===== src/rtl/hsk_tx_arbiter.sv =====
// hsk_tx_arbiter: round-robin merge of two COBS packet streams onto one byte stream.
// A stalled packet is closed with a 00 delimiter, and the rest of that packet is discarded.
module hsk_tx_arbiter #(
  parameter int TIMEOUT_CYCLES = 160000
) (
  input  logic       wb_clk_i,
  input  logic       wb_rst_i,
  input  logic [7:0] s0_axis_tdata,
  input  logic       s0_axis_tvalid,
  output logic       s0_axis_tready,
  input  logic       s0_axis_tlast,
  input  logic [7:0] s1_axis_tdata,
  input  logic       s1_axis_tvalid,
  output logic       s1_axis_tready,
  input  logic       s1_axis_tlast,
  output logic [7:0] m_axis_tdata,
  output logic       m_axis_tvalid,
  input  logic       m_axis_tready,
  output logic [1:0] grant,
  output logic [7:0] abort_count,
  output logic       abort_o
);
  localparam int TW = $clog2(TIMEOUT_CYCLES + 1);
  localparam logic [TW-1:0] T_LAST = TW'(TIMEOUT_CYCLES - 1);
  typedef enum logic [1:0] {IDLE, PASS, ABORT} state_t;
  state_t state;
  logic last_served, sel, g_valid;
  logic [TW-1:0] timer;
  logic [1:0] discard, s_valid, s_last, s_ready, hs, elig;
  logic [7:0] g_data;
  assign s_valid = {s1_axis_tvalid, s0_axis_tvalid};
  assign s_last = {s1_axis_tlast, s0_axis_tlast};
  assign sel = grant[1];
  assign g_valid = s_valid[sel];
  assign g_data = sel ? s1_axis_tdata : s0_axis_tdata;
  // Discarding sources are drained in every state, including while their own delimiter is pending.
  assign s_ready = discard | ({2{state == PASS && m_axis_tready}} & grant);
  assign {s1_axis_tready, s0_axis_tready} = s_ready;
  assign hs = s_valid & s_ready;
  assign elig = s_valid & ~discard;
  assign m_axis_tvalid = state == ABORT || (state == PASS && g_valid);
  assign m_axis_tdata = state == PASS ? g_data : 8'h00;
  assign abort_o = state == ABORT && m_axis_tready;
  always_ff @(posedge wb_clk_i) begin
    if (wb_rst_i) begin
      state <= IDLE;
      grant <= 2'b00;
      last_served <= 1'b1;
      timer <= '0;
      discard <= 2'b00;
      abort_count <= 8'h00;
    end else begin
      discard <= discard & ~(hs & s_last);
      case (state)
        IDLE: if (|elig) begin
          state <= PASS;
          timer <= '0;
          grant <= &elig ? (last_served ? 2'b01 : 2'b10) : elig;
        end
        PASS: if (hs[sel] && s_last[sel]) begin
          state <= IDLE;
          grant <= 2'b00;
          last_served <= sel;
        end else if (g_valid) begin
          timer <= '0;
        end else if (timer == T_LAST) begin
          state <= ABORT;
          discard[sel] <= 1'b1;
        end else begin
          timer <= timer + 1'b1;
        end
        ABORT: if (m_axis_tready) begin
          state <= IDLE;
          grant <= 2'b00;
          last_served <= sel;
          abort_count <= abort_count + {7'd0, abort_count != 8'hff};
        end
        default: state <= IDLE;
      endcase
    end
  end
endmodule

===== config.mk =====
export PLATFORM = sky130hd
export DESIGN_NAME = hsk_tx_arbiter
export DESIGN_NICKNAME = d
export VERILOG_FILES = /design/src/rtl/hsk_tx_arbiter.sv
export SDC_FILE = /design/constraint.sdc
export NUM_CORES = 1
export LEC_CHECK = 0
export BUFFER_PORTS_ARGS = -buffer_cell sky130_fd_sc_hd__buf_2
export CAP_MARGIN = 20
export CELL_PAD_IN_SITES_DETAIL_PLACEMENT = 0
export CELL_PAD_IN_SITES_GLOBAL_PLACEMENT = 1
export CORE_MARGIN = 10
export CORE_UTILIZATION = 36
export DETAILED_ROUTE_END_ITERATION = 10
export PLACE_DENSITY_LB_ADDON = 0.05
export SKIP_LAST_GASP = 1
export SLEW_MARGIN = 20
export SYNTH_ARGS = -nofsm -noshare
export SYNTH_HDL_FRONTEND = slang
export SYNTH_SLANG_ARGS = --single-unit

===== constraint.sdc =====
create_clock -name wb_clk_i -period 2 [get_ports wb_clk_i]
set_clock_uncertainty 0.2 [all_clocks]
set_input_delay 0.4 -clock wb_clk_i [delete_from_list [all_inputs] [get_ports wb_clk_i]]
set_output_delay 0.4 -clock wb_clk_i [all_outputs]
set_load 0.05 [all_outputs]

==> metrics.md, run 1 <==
| Metric | Value |
|---|---|
| Post-DRT Antenna Nets | 0 |
| Combinational share of power | 38.1% |
| FMAX | between 400 and 500 MHz |
| Final Setup Violations | 25 |
| Final Hold Viols | 0 |
| Top-area cell type share of the netlist area | 30.63% |
| DRT Pass-1 Iters | 4 |
| R2R cell count | 9 |
| Crit start category | flop |
| Boundary pin count | 45 |
| Setup_tns | -0.9946 ns |
| Syn nets | 295 |
| Hold_buf cts | 0 |
| Net count, final | 392 |
| Sw frac | 33.56% |
| H-tree levels | 2 |
| Asr flop ratio synth | 0% |
| CP cell instances | inv_4 -> ha_4 -> a31oi_4 -> o311a_4 -> a311oi_4 -> buf_6 -> clkbuf_16 -> nand2b_4 -> mux2i_1 |
| IO buf count | 44 |
| Initial DRC count | 117 |
| Setup repair after global routing missed its margin | yes |
| Flop pwr share | 32.5% |
| Period minus WS final | 2.089 ns |
| Run status | finished with violations |
| Maximum VDD drop | 0.3121 mV |
| GRT Util Overall | approximately 13% |
| DR vias | 2272 |
| Worst Hold Class | primary input to flop |
| Crit Path Class | flop to flop |
| Worst slew pin tran | 0.3175 ns |
| WL/cell | 15.14 um |
| Core Area | 5886 um^2 |
| Slew margin rel. | 78.71% |
| Depth of the worst hold-timing path | 4 |
| WP depth | 9 |
| Area of the die | 9488 um^2 |
| CTS tree | yes |
| CTS buffer count | 5 |
| Initial antenna violation count | 0 |
| CTS Sinks | 33 |
| Setup crit end kind | flop |
| Area leader, netlist | dfxtp_1 |
| Post-route core utilization | 58.57% |
| Post-synth top cells | dfxtp_1 (33), nand2_1 (33), mux2i_1 (27) |
| RD Place Congestion | 0.8036 |
| Synth Area per Inst | 8.140 um^2 |
| Area grow syn2layout | 59.80% |
| Fin Hold WS | 0.2373 ns |
| Post-Synthesis Cells | between 200 and 300 |
| Share of layout cells above drive strength 1 | 44.90% |
| Synth Flop Type | dfxtp_1 |
| Clk pwr share | 29.4% |
| Diodes inserted | 0 |
| Final cycle utilization of the critical path | 104.5% |
| Post-Syn Area | 2157 um^2 |
| Internal power | 1.392 mW |
| Drc violations | 0 |
| Root Buffer Master | clkbuf_8 |
| Initial core utilization | between 30% and 40% |
| Final worst setup slack | -0.08921 ns |
| GRT overflow | 0 |
| Maxcap violations | 0 |
| Largest net degree at the start of global routing | 31 |
| CP max stage cell | o311a_4 |
| Clk buf depth | 2 |
| Die W | 97.41 um |
| First-pass GRT wire length | 10340 um |
| Ranking of synthesized cells by area | dfxtp_1 (31%), mux2i_1 (13%), nand2_1 (5.7%) |
| Critical Path Max Stage Delay | 0.37 ns |
| Clock transition at path regs | 0.07 ns |
| Delay-heaviest family, CP | compound AO/OA/AOI/OAI gates |
| Die Y | 97.41 um |
| Net Sw Power | 703.0 uW |
| Power per cell area | 607.7 nW/um^2 |
| Row count | 28 |
| Pleak | between 1 and 1.5 nW |
| Post-synth EDFFs | 0 |
| Unique masters post-synth | 45 |
| Final Max Tran Viols | 0 |
| CP required | around 2.0 ns |
| Synthesized flop and latch total | 33 |
| Vias in the first global route | between 2000 and 2500 |
| Crit path max fanout | 8 |
| Post-synthesis sequential area ratio | 30.63% |
| DR vias/cell | 5.187 |
| Worst path bufs/invs | 3 |
| Overall Power | between 2 and 2.5 mW |
| Failing checks | negative setup slack |
| Data arrival time of the worst path | roughly 2.1 ns |
| Final wirelength | 6631 um |
| Post-placement worst setup slack | -0.1870 ns |
| DPL Wire Length | roughly 4800 um |
| Yosys warns | 0 |
| Worst skew pair latency | between 0.2 and 0.3 ns |
==> cell type report <==
| type | instances | area, um^2 |
|---|---|---|
| multi-input cells | 209 | 1638 |
| well taps | 75 | 93.84 |
| clock buffers | 8 | 111.4 |
| repair buffers | 101 | 847.1 |
| fillers | 559 | 2439 |
| flip-flops and latches | 33 | 698.2 |
| inverters | 12 | 58.81 |
==> cell usage in the layout, fill, tap and decap left out, types with 4 or more instances in the layout <==
master,synthesis,layout
o21ai_0,8,7
a21oi_1,20,19
nand2b_4,0,6
buf_2,2,32
and3_1,5,5
buf_8,1,10
nand2_1,33,31
nand3_1,9,9
buf_4,2,47
or3_1,4,4
inv_1,11,8
nand4_1,14,14
mux2i_1,27,22
clkbuf_8,0,6
nor2_4,0,8
dfxtp_4,0,9
dfxtp_1,33,21
mux2i_2,0,4
buf_12,0,4
nand2b_1,19,13
xor2_1,4,4
buf_6,1,7
nor2_1,21,13
==> worst reg2reg max path, delay by kind of cell (launching register included) <==
family | cells | cell delay, ns
compound gates | 3 | 0.73
fa+ha+maj | 1 | 0.16
buf+inv | 3 | 0.40
flops | 1 | 0.34
mux | 1 | 0.13
simple gates | 1 | 0.05
==> per-layer routing <==
layer  track usage, %  vias up  wire length [um]
li1                 -     1163                 -
met1            16.18     1046              3172
met2            19.47       55              2951
met3            4.623        8               411
met4            3.579        0                96
met5                0        -                 0
==> sequential cells by signal, summed over array words and instances, names as in the netlist <==
signal	count
timer	18
abort_count	8
discard	2
grant	2
state	2
last_served	1
==> logic make-up after synthesis <==
group	synth area share [%]
AOI/OAI and AO/OA	16.30
xor gates and xnor gates	1.624
adders and majority gates	4.060
buffers and inverters	5.335
DFF	30.63
muxes	12.53
and+or+nand+nor	29.52
==> path summary, 6_finish.rpt <==
kind	startpoint	end	slack [ns]
setup / recovery	state[1]$_SDFFE_PP0P_	timer[13]$_SDFFE_PP0P_	-0.09
hold / removal	s1_axis_tlast	discard[1]$_SDFF_PP0_	0.24
setup reg to reg	state[1]$_SDFFE_PP0P_	timer[13]$_SDFFE_PP0P_	-0.09
hold reg to reg	timer[17]$_SDFFE_PP0P_	timer[17]$_SDFFE_PP0P_	0.28
==> power by group through the flow <==
stage                     registers, mW  logic [mW]  clock network, mW
after detailed placement          0.696       0.617                  0
after global routing              0.684       0.851              0.667
after global placement            0.696       0.613                  0
after floorplan                   0.708       0.409                  0
final                             0.681       0.798              0.616
after CTS                         0.680       0.711              0.639
==> what timing repair did <==
| action | 4_1_cts | 5_1_grt |
|---|---|---|
| setup endpoints to repair | 30 | 36 |
| gates resized for setup | 38 | 29 |
| gates cloned | 0 | 2 |
| buffers inserted | 4 | 2 |
| pin swaps | 11 | 7 |
| hold endpoints to repair | 0 | 0 |
==> per-stage QoR <==
stage / instances / cell area, um^2
3_5_place_dp: 422 / 2969
6_report: 438 / 3447
4_1_cts: 434 / 3259
3_3_place_gp: 422 / 2969
5_1_grt: 438 / 3447
2_1_floorplan: 265 / 2332
Power figures use the tool's default switching activity.
==> run 2, diff against run 1 <==
--- a/config.mk
+++ b/config.mk
@@ -9,6 +9,7 @@
 export CAP_MARGIN = 20
 export CELL_PAD_IN_SITES_DETAIL_PLACEMENT = 0
 export CELL_PAD_IN_SITES_GLOBAL_PLACEMENT = 1
+export CORE_ASPECT_RATIO = 1.75
 export CORE_MARGIN = 10
 export CORE_UTILIZATION = 36
 export DETAILED_ROUTE_END_ITERATION = 10
==> run 2 against run 1 <==
The run still ends with negative setup slack left. Sequential power rose by 0.9%. First-iteration DRC count fell by 17%. Worst setup slack improved by 0.023 ns. Wire length rose by 8.9%. Sequential cell count did not move. Sequential share of layout area fell by 0.56 points. Critical endpoint is now timer[8]$_SDFFE_PP0P_. Largest cell class unchanged. Largest power group unchanged. Highest routed layer unchanged.
==> metrics.md, run 2 (synthesis gave the netlist of run 1 again) <==
| Metric | Value |
|---|---|
| First-pass GRT wire length | 10940 um |
| Run status | finished with violations |
| DR vias/cell | roughly 5.2 |
| Maximum VDD drop | 0.4370 mV |
| CTS buffer count | 5 |
| Most frequent cells in the layout | buf_4 (49), buf_2 (32), nand2_1 (29), dfxtp_1 (21) |
| H-tree levels | 2 |
| Final Setup Violations | 24 |
| Boundary pin count | 45 |
| Area of the die | 9610 um^2 |
| Largest net degree at the start of global routing | 31 |
| DR vias | 2299 |
| Core Area | 5833 um^2 |
| Hold_buf cts | 0 |
| Sequential Area | 698.2 um^2 |
| Commonest non-fill, non-tap cell in the layout | buf_4 |
| Failing checks | negative setup slack |
| Worst slew pin tran | 0.2817 ns |
| Final Max Tran Viols | 0 |
| GRT Util Overall | between 10 and 15% |
| DPL Wire Length | 5289 um |
| Top reg by flops | timer |
| Share of layout cells above drive strength 1 | 48.77% |
| Worst Hold Class | primary input to flop |
| Setup_tns | -0.8947 ns |
| Crit path max fanout | 8 |
| Drc violations | 0 |
| Post-DP Area | approximately 3000 um^2 |
| Vias in the first global route | 2269 |
| Final Hold Viols | 0 |
| Root Buffer Master | clkbuf_8 |
| Post-route core utilization | between 60% and 70% |
| Row count | 37 |
| Area grow syn2layout | 64.39% |
| Top flop regs | timer (18), abort_count (8) |
| RD Place Congestion | 0.8181 |
| Die Y | 122.4 um |
| Initial DRC count | 97 |
| Fill count | around 540 |
| Crit Path Class | flop to flop |
| Slew margin rel. | approximately four fifths |
| Setup repair after global routing missed its margin | yes |
| CP required | 2.03 ns |
| Diodes inserted | 0 |
| FMAX | 484.1 MHz |
| Net count, final | 396 |
| Crit start category | flop |
| Max FFs per register | 18 |
| IO buf count | 44 |
| WL/cell | 16.22 um |
| Period minus WS final | approximately 2.1 ns |
| Final wirelength | 7219 um |
| Data arrival time of the worst path | between 2 and 2.5 ns |
| Clock transition at path regs | 0.07 ns |
| Clk buf depth | 2 |
| GRT overflow | 0 |
| Footprint of the multi-input gates | 1724 um^2 |
| Setup crit end kind | flop |
| Initial core utilization | 36.98% |
| Power per cell area | around 570 nW/um^2 |
| Post-DRT Antenna Nets | 0 |
| Die W | 78.52 um |
| Final worst setup slack | -0.06585 ns |
| Final Cell Area | 3546 um^2 |
| Maxcap violations | 0 |
| Worst skew pair latency | 0.29 ns |
| Final cycle utilization of the critical path | 103.3% |
| CTS tree | yes |
| DRT Pass-1 Iters | 4 |
| Pleak | 1.367 nW |
| Initial antenna violation count | 0 |
| CTS Sinks | 33 |
-- run 2: routing by layer --
layer	part of all wire, %	track usage [%]	wire length [um]
met2	59	28.56	4240
met5	0	0	0
met3	4.0	4.026	290
met4	2.5	5.968	183
met1	35	12.74	2505
-- run 2: final cells by class --
class | instances | share of cell area, %
clock buffer | 5 | 1.941
sequential | 33 | 19.69
clock inverter | 3 | 0.3529
tap | 78 | 2.752
timing repair buffer | 105 | 24.98
multi-input combinational | 209 | 48.62
inverter | 12 | 1.658
-- run 2: path summary, 6_finish.rpt --
kind                               start                     endpoint  slack, ns  cells past startpoint
max                state[1]$_SDFFE_PP0P_        timer[8]$_SDFFE_PP0P_      -0.07                      9
min                             wb_rst_i        state[0]$_SDFFE_PP0P_       0.21                      2
max reg2reg        state[1]$_SDFFE_PP0P_        timer[8]$_SDFFE_PP0P_      -0.07                      9
min reg2reg  abort_count[7]$_SDFFE_PP0P_  abort_count[7]$_SDFFE_PP0P_       0.29                      2
-- run 2: worst max-delay path, cell delays in order, from the launching register on --
cell       delay, ns
dfxtp_2         0.33
inv_2           0.08
ha_4            0.17
a31oi_4         0.09
o311a_4         0.37
a311oi_4        0.22
buf_6           0.18
clkbuf_16       0.18
nand2b_1        0.06
mux2i_1         0.11
-- run 2: per-stage QoR --
stage | total power [mW] | cells | hold WS (ns) | setup slack [ns]
final | 2.027 | 445 | 0.2144 | -0.06585
after global routing | 2.115 | 445 | 0.2233 | -0.1398
after CTS | 1.886 | 438 | 0.2202 | -0.06389
after detailed placement | 1.319 | 428 | 0.2765 | -0.1241
after global placement | 1.312 | 428 | 0.2620 | -0.07983
after floorplan | 1.116 | 265 | 0.2451 | -0.06598
-- run 2: timing repair --
item,in CTS,in global routing
gates cloned,0,3
pin swaps,10,11
setup buffers,2,4
setup endpoints to repair,34,36
gates resized for setup,42,44
-- run 2: where the power goes --
part	switching, mW	total (mW)	leakage (nW)	internal [mW]
logic	0.450	0.840	1.05	0.390
registers	0.0220	0.687	0.275	0.665
clock network	0.265	0.499	0.0430	0.234
==> run 3, diff against run 2 <==
--- a/config.mk
+++ b/config.mk
@@ -5,13 +5,14 @@
 export SDC_FILE = /design/constraint.sdc
 export NUM_CORES = 1
 export LEC_CHECK = 0
+export ABC_AREA = 1
 export BUFFER_PORTS_ARGS = -buffer_cell sky130_fd_sc_hd__buf_2
 export CAP_MARGIN = 20
 export CELL_PAD_IN_SITES_DETAIL_PLACEMENT = 0
 export CELL_PAD_IN_SITES_GLOBAL_PLACEMENT = 1
 export CORE_ASPECT_RATIO = 1.75
 export CORE_MARGIN = 10
-export CORE_UTILIZATION = 36
+export CORE_UTILIZATION = 34
 export DETAILED_ROUTE_END_ITERATION = 10
 export PLACE_DENSITY_LB_ADDON = 0.05
 export SKIP_LAST_GASP = 1
==> run 3 against run 2 <==
Sequential cell count stayed put. Highest routed layer unchanged. Wire length is 5.7% higher. The flow now finishes without violations. Register-to-register slack better by 0.20 ns. Critical path type is now flop to output pin.
==> metrics.md, run 3 <==
| Metric | Value |
|---|---|
| Run status | completed |
| Met2 WL | roughly 4400 um |
| DPL Wire Length | roughly 6100 um |
| FMAX | a little over 500 MHz |
| Unique masters post-synth | 31 |
| Initial DRC count | about 90 |
| Number of placed cells counting well taps | 522 |
| Slew margin rel. | 81.03% |
| Crit start category | flop |
| Final cycle utilization of the critical path | a little over nine tenths |
| GRT Util Overall | 15.36% |
| Most frequent cells in the layout | nand2_1 (80), nor2_1 (56), inv_1 (43), nand3_1 (35), buf_2 (34) |
| Largest net degree at the start of global routing | 16 |
| R2R Setup Slk | 0.13 ns |
| Top Layer Used | met4 |
| H-tree levels | 2 |
| GRT overflow | 0 |
| Crit path max fanout | 4 |
| Post-Syn Area | 2313 um^2 |
| Row count | 39 |
| Post-DRT Antenna Nets | 0 |
| Root Buffer Master | clkbuf_16 |
| IO buf count | between 40 and 50 |
| Vias in the first global route | 2727 |
| Top reg by flops | timer |
| Synth Flop Type | dfxtp_1 |
| DR vias/cell | between 4 and 5 |
| Initial antenna violation count | 0 |
| Post-synthesis sequential area ratio | 28.56% |
| Area of the die | roughly 11000 um^2 |
| Die W | about 82 um |
| Syn nets | between 400 and 500 |
| First-pass GRT wire length | 12650 um |
| Post-synth top cells | nand2_1 (85), nor2_1 (66), inv_1 (48) |
| Asr flop ratio synth | 0% |
| Synth Area per Inst | 6.137 um^2 |
| Die Y | 129.1 um |
| Hold Path End | timer[16]$_SDFFE_PP0P_ |
| DR vias | 2599 |
| Area grow syn2layout | 37.48% |
| Fill count | 717 |
| WL/cell | 14.32 um |
| RD Place Congestion | 0.8099 |
| Core Area | around 6600 um^2 |
| Top flop regs | timer (18), abort_count (8) |
| Depth of the worst hold-timing path | 4 |
| DRT Pass-1 Iters | 4 |
| Share of layout cells above drive strength 1 | between 30 and 40% |
| CP required | 1.40 ns |
| Setup crit end kind | output pin |
| Power per cell area | 672.2 nW/um^2 |
| Worst Hold Class | primary input to flop |
| Data arrival time of the worst path | 1.37 ns |
| Post-Synthesis Cells | 377 |
| CTS Sinks | 33 |
| Post-synth EDFFs | 0 |
| Crit Path Class | flop to output pin |
| Initial core utilization | 35.12% |
| Maximum VDD drop | 0.5061 mV |
| Final Setup Violations | 0 |
| CTS tree | yes |
| Clock transition at path regs | around 0.05 ns |
| Diodes inserted | 0 |
| Final wirelength | 7630 um |
| Worst skew pair latency | 0.29 ns |
| Final Hold Viols | 0 |
| Area leader, netlist | dfxtp_1 |
| Worst hold path startpoint | wb_rst_i |
| Boundary pin count | 45 |
| Top-area cell type share of the netlist area | 28.56% |
| Ranking of synthesized cells by area | dfxtp_1 (29%), nand2_1 (14%), nor2_1 (11%) |
| DRT met1 WL | 2653 um |
| Commonest non-fill, non-tap cell in the layout | nand2_1 |
| Hold_buf cts | 0 |
| Setup repair after global routing missed its margin | yes |
| R2R cell count | 10 |
| Worst r2r dst | abort_count[6]$_SDFFE_PP0P_ |
| Max FFs per register | 18 |
| Reg-to-reg startpoint | abort_count[2]$_SDFFE_PP0P_ |
| DR WL met3 | about 300 um |
| CTS buffer count | 5 |
| Synthesized flop and latch total | 33 |
| Drc violations | 0 |
| Net count, final | 480 |
| Period minus WS final | 1.974 ns |
| Most numerous cell in the Yosys netlist | nand2_1 |
| Clk buf depth | 2 |
| Pleak | approximately 1.4 nW |
| Post-route insts no fill | 533 |
| Yosys warns | 0 |
| Worst slew pin tran | 0.2834 ns |
| Overall Power | 2.138 mW |
| Maxcap violations | 0 |
| Final Max Tran Viols | 0 |
run 3: cells by family (layout without fill, tap and decap cells):
| group | count (synthesis) | count (layout) | synth area share [%] |
|---|---|---|---|
| flops | 33 | 33 | 28.56 |
| buf+inv | 62 | 136 | 11.36 |
| compound gates | 46 | 46 | 10.98 |
| xor+xnor | 1 | 1 | 0.3787 |
| fa+ha+maj | 7 | 7 | 3.786 |
| simple gates | 228 | 228 | 44.94 |
run 3: worst max-delay path: stages (launching register included):
cell,delay [ns]
dfxtp_4,0.36
inv_1,0.06
buf_4,0.14
ha_4,0.17
o21bai_2,0.19
buf_6,0.16
run 3: final cells by class:
| class | count | area, um^2 | share of cell area [%] |
|---|---|---|---|
| Clock buffer | 6 | 128.9 | 4.052 |
| Clock inverter | 2 | 10.01 | 0.3147 |
| Inverter | 51 | 195.2 | 6.137 |
| Multi-Input combinational cell | 282 | 1486 | 46.73 |
| Sequential cell | 33 | 681.9 | 21.44 |
| Tap cell | 82 | 102.6 | 3.226 |
| Timing Repair Buffer | 77 | 575.6 | 18.10 |
run 3: how the worst max path moves through the flow:
| stage | from | to | slack, ns | cells past startpoint |
|---|---|---|---|---|
| 2_1_floorplan | grant[1]$_SDFFE_PP0P_ | m_axis_tvalid | -0.09 | 5 |
| 3_3_place_gp | state[1]$_SDFFE_PP0P_ | timer[7]$_SDFFE_PP0P_ | 0.07 | 11 |
| 3_5_place_dp | state[1]$_SDFFE_PP0P_ | timer[16]$_SDFFE_PP0P_ | 0.02 | 11 |
| 4_1_cts | state[1]$_SDFFE_PP0P_ | m_axis_tdata[1] | 0.02 | 6 |
| 5_1_grt | state[1]$_SDFFE_PP0P_ | m_axis_tdata[4] | -0.02 | 6 |
| 6_report | state[0]$_SDFFE_PP0P_ | m_axis_tvalid | 0.03 | 5 |
run 3: through the flow:
| stage | hold WS [ns] | setup TNS (ns) | util (%) | instance area (um^2) | worst slack, ns |
|---|---|---|---|---|---|
| floorplan | 0.2605 | -0.08656 | - | 2385 | -0.08563 |
| global placement | 0.2666 | 0 | 43.65 | 2875 | 0.07375 |
| detailed placement | 0.2720 | 0 | 43.65 | 2875 | 0.01628 |
| CTS | 0.2399 | 0 | 46.93 | 3092 | 0.01522 |
| global route | 0.2457 | -0.1736 | 48.28 | 3181 | -0.02396 |
| finish | 0.2369 | 0 | 48.28 | 3181 | 0.02553 |
run 3: layer usage:
metal,track usage (%),vias to the layer above
li1,-,1359
met1,14.25,1176
met2,29.33,49
met3,3.809,15
met4,7.445,0
met5,0,-
run 3: what timing repair did:
action                     in CTS  in global routing
gates cloned                    0                  1
pin swaps                       0                  4
gates resized for setup        25                 24
setup endpoints to repair      12                 15
setup buffers                   0                  2
run 3: report_power, final:
group          internal, mW  switching, mW
Combinational         0.265          0.421
Clock                 0.457          0.303
Sequential            0.673         0.0187
Total                  1.40          0.742
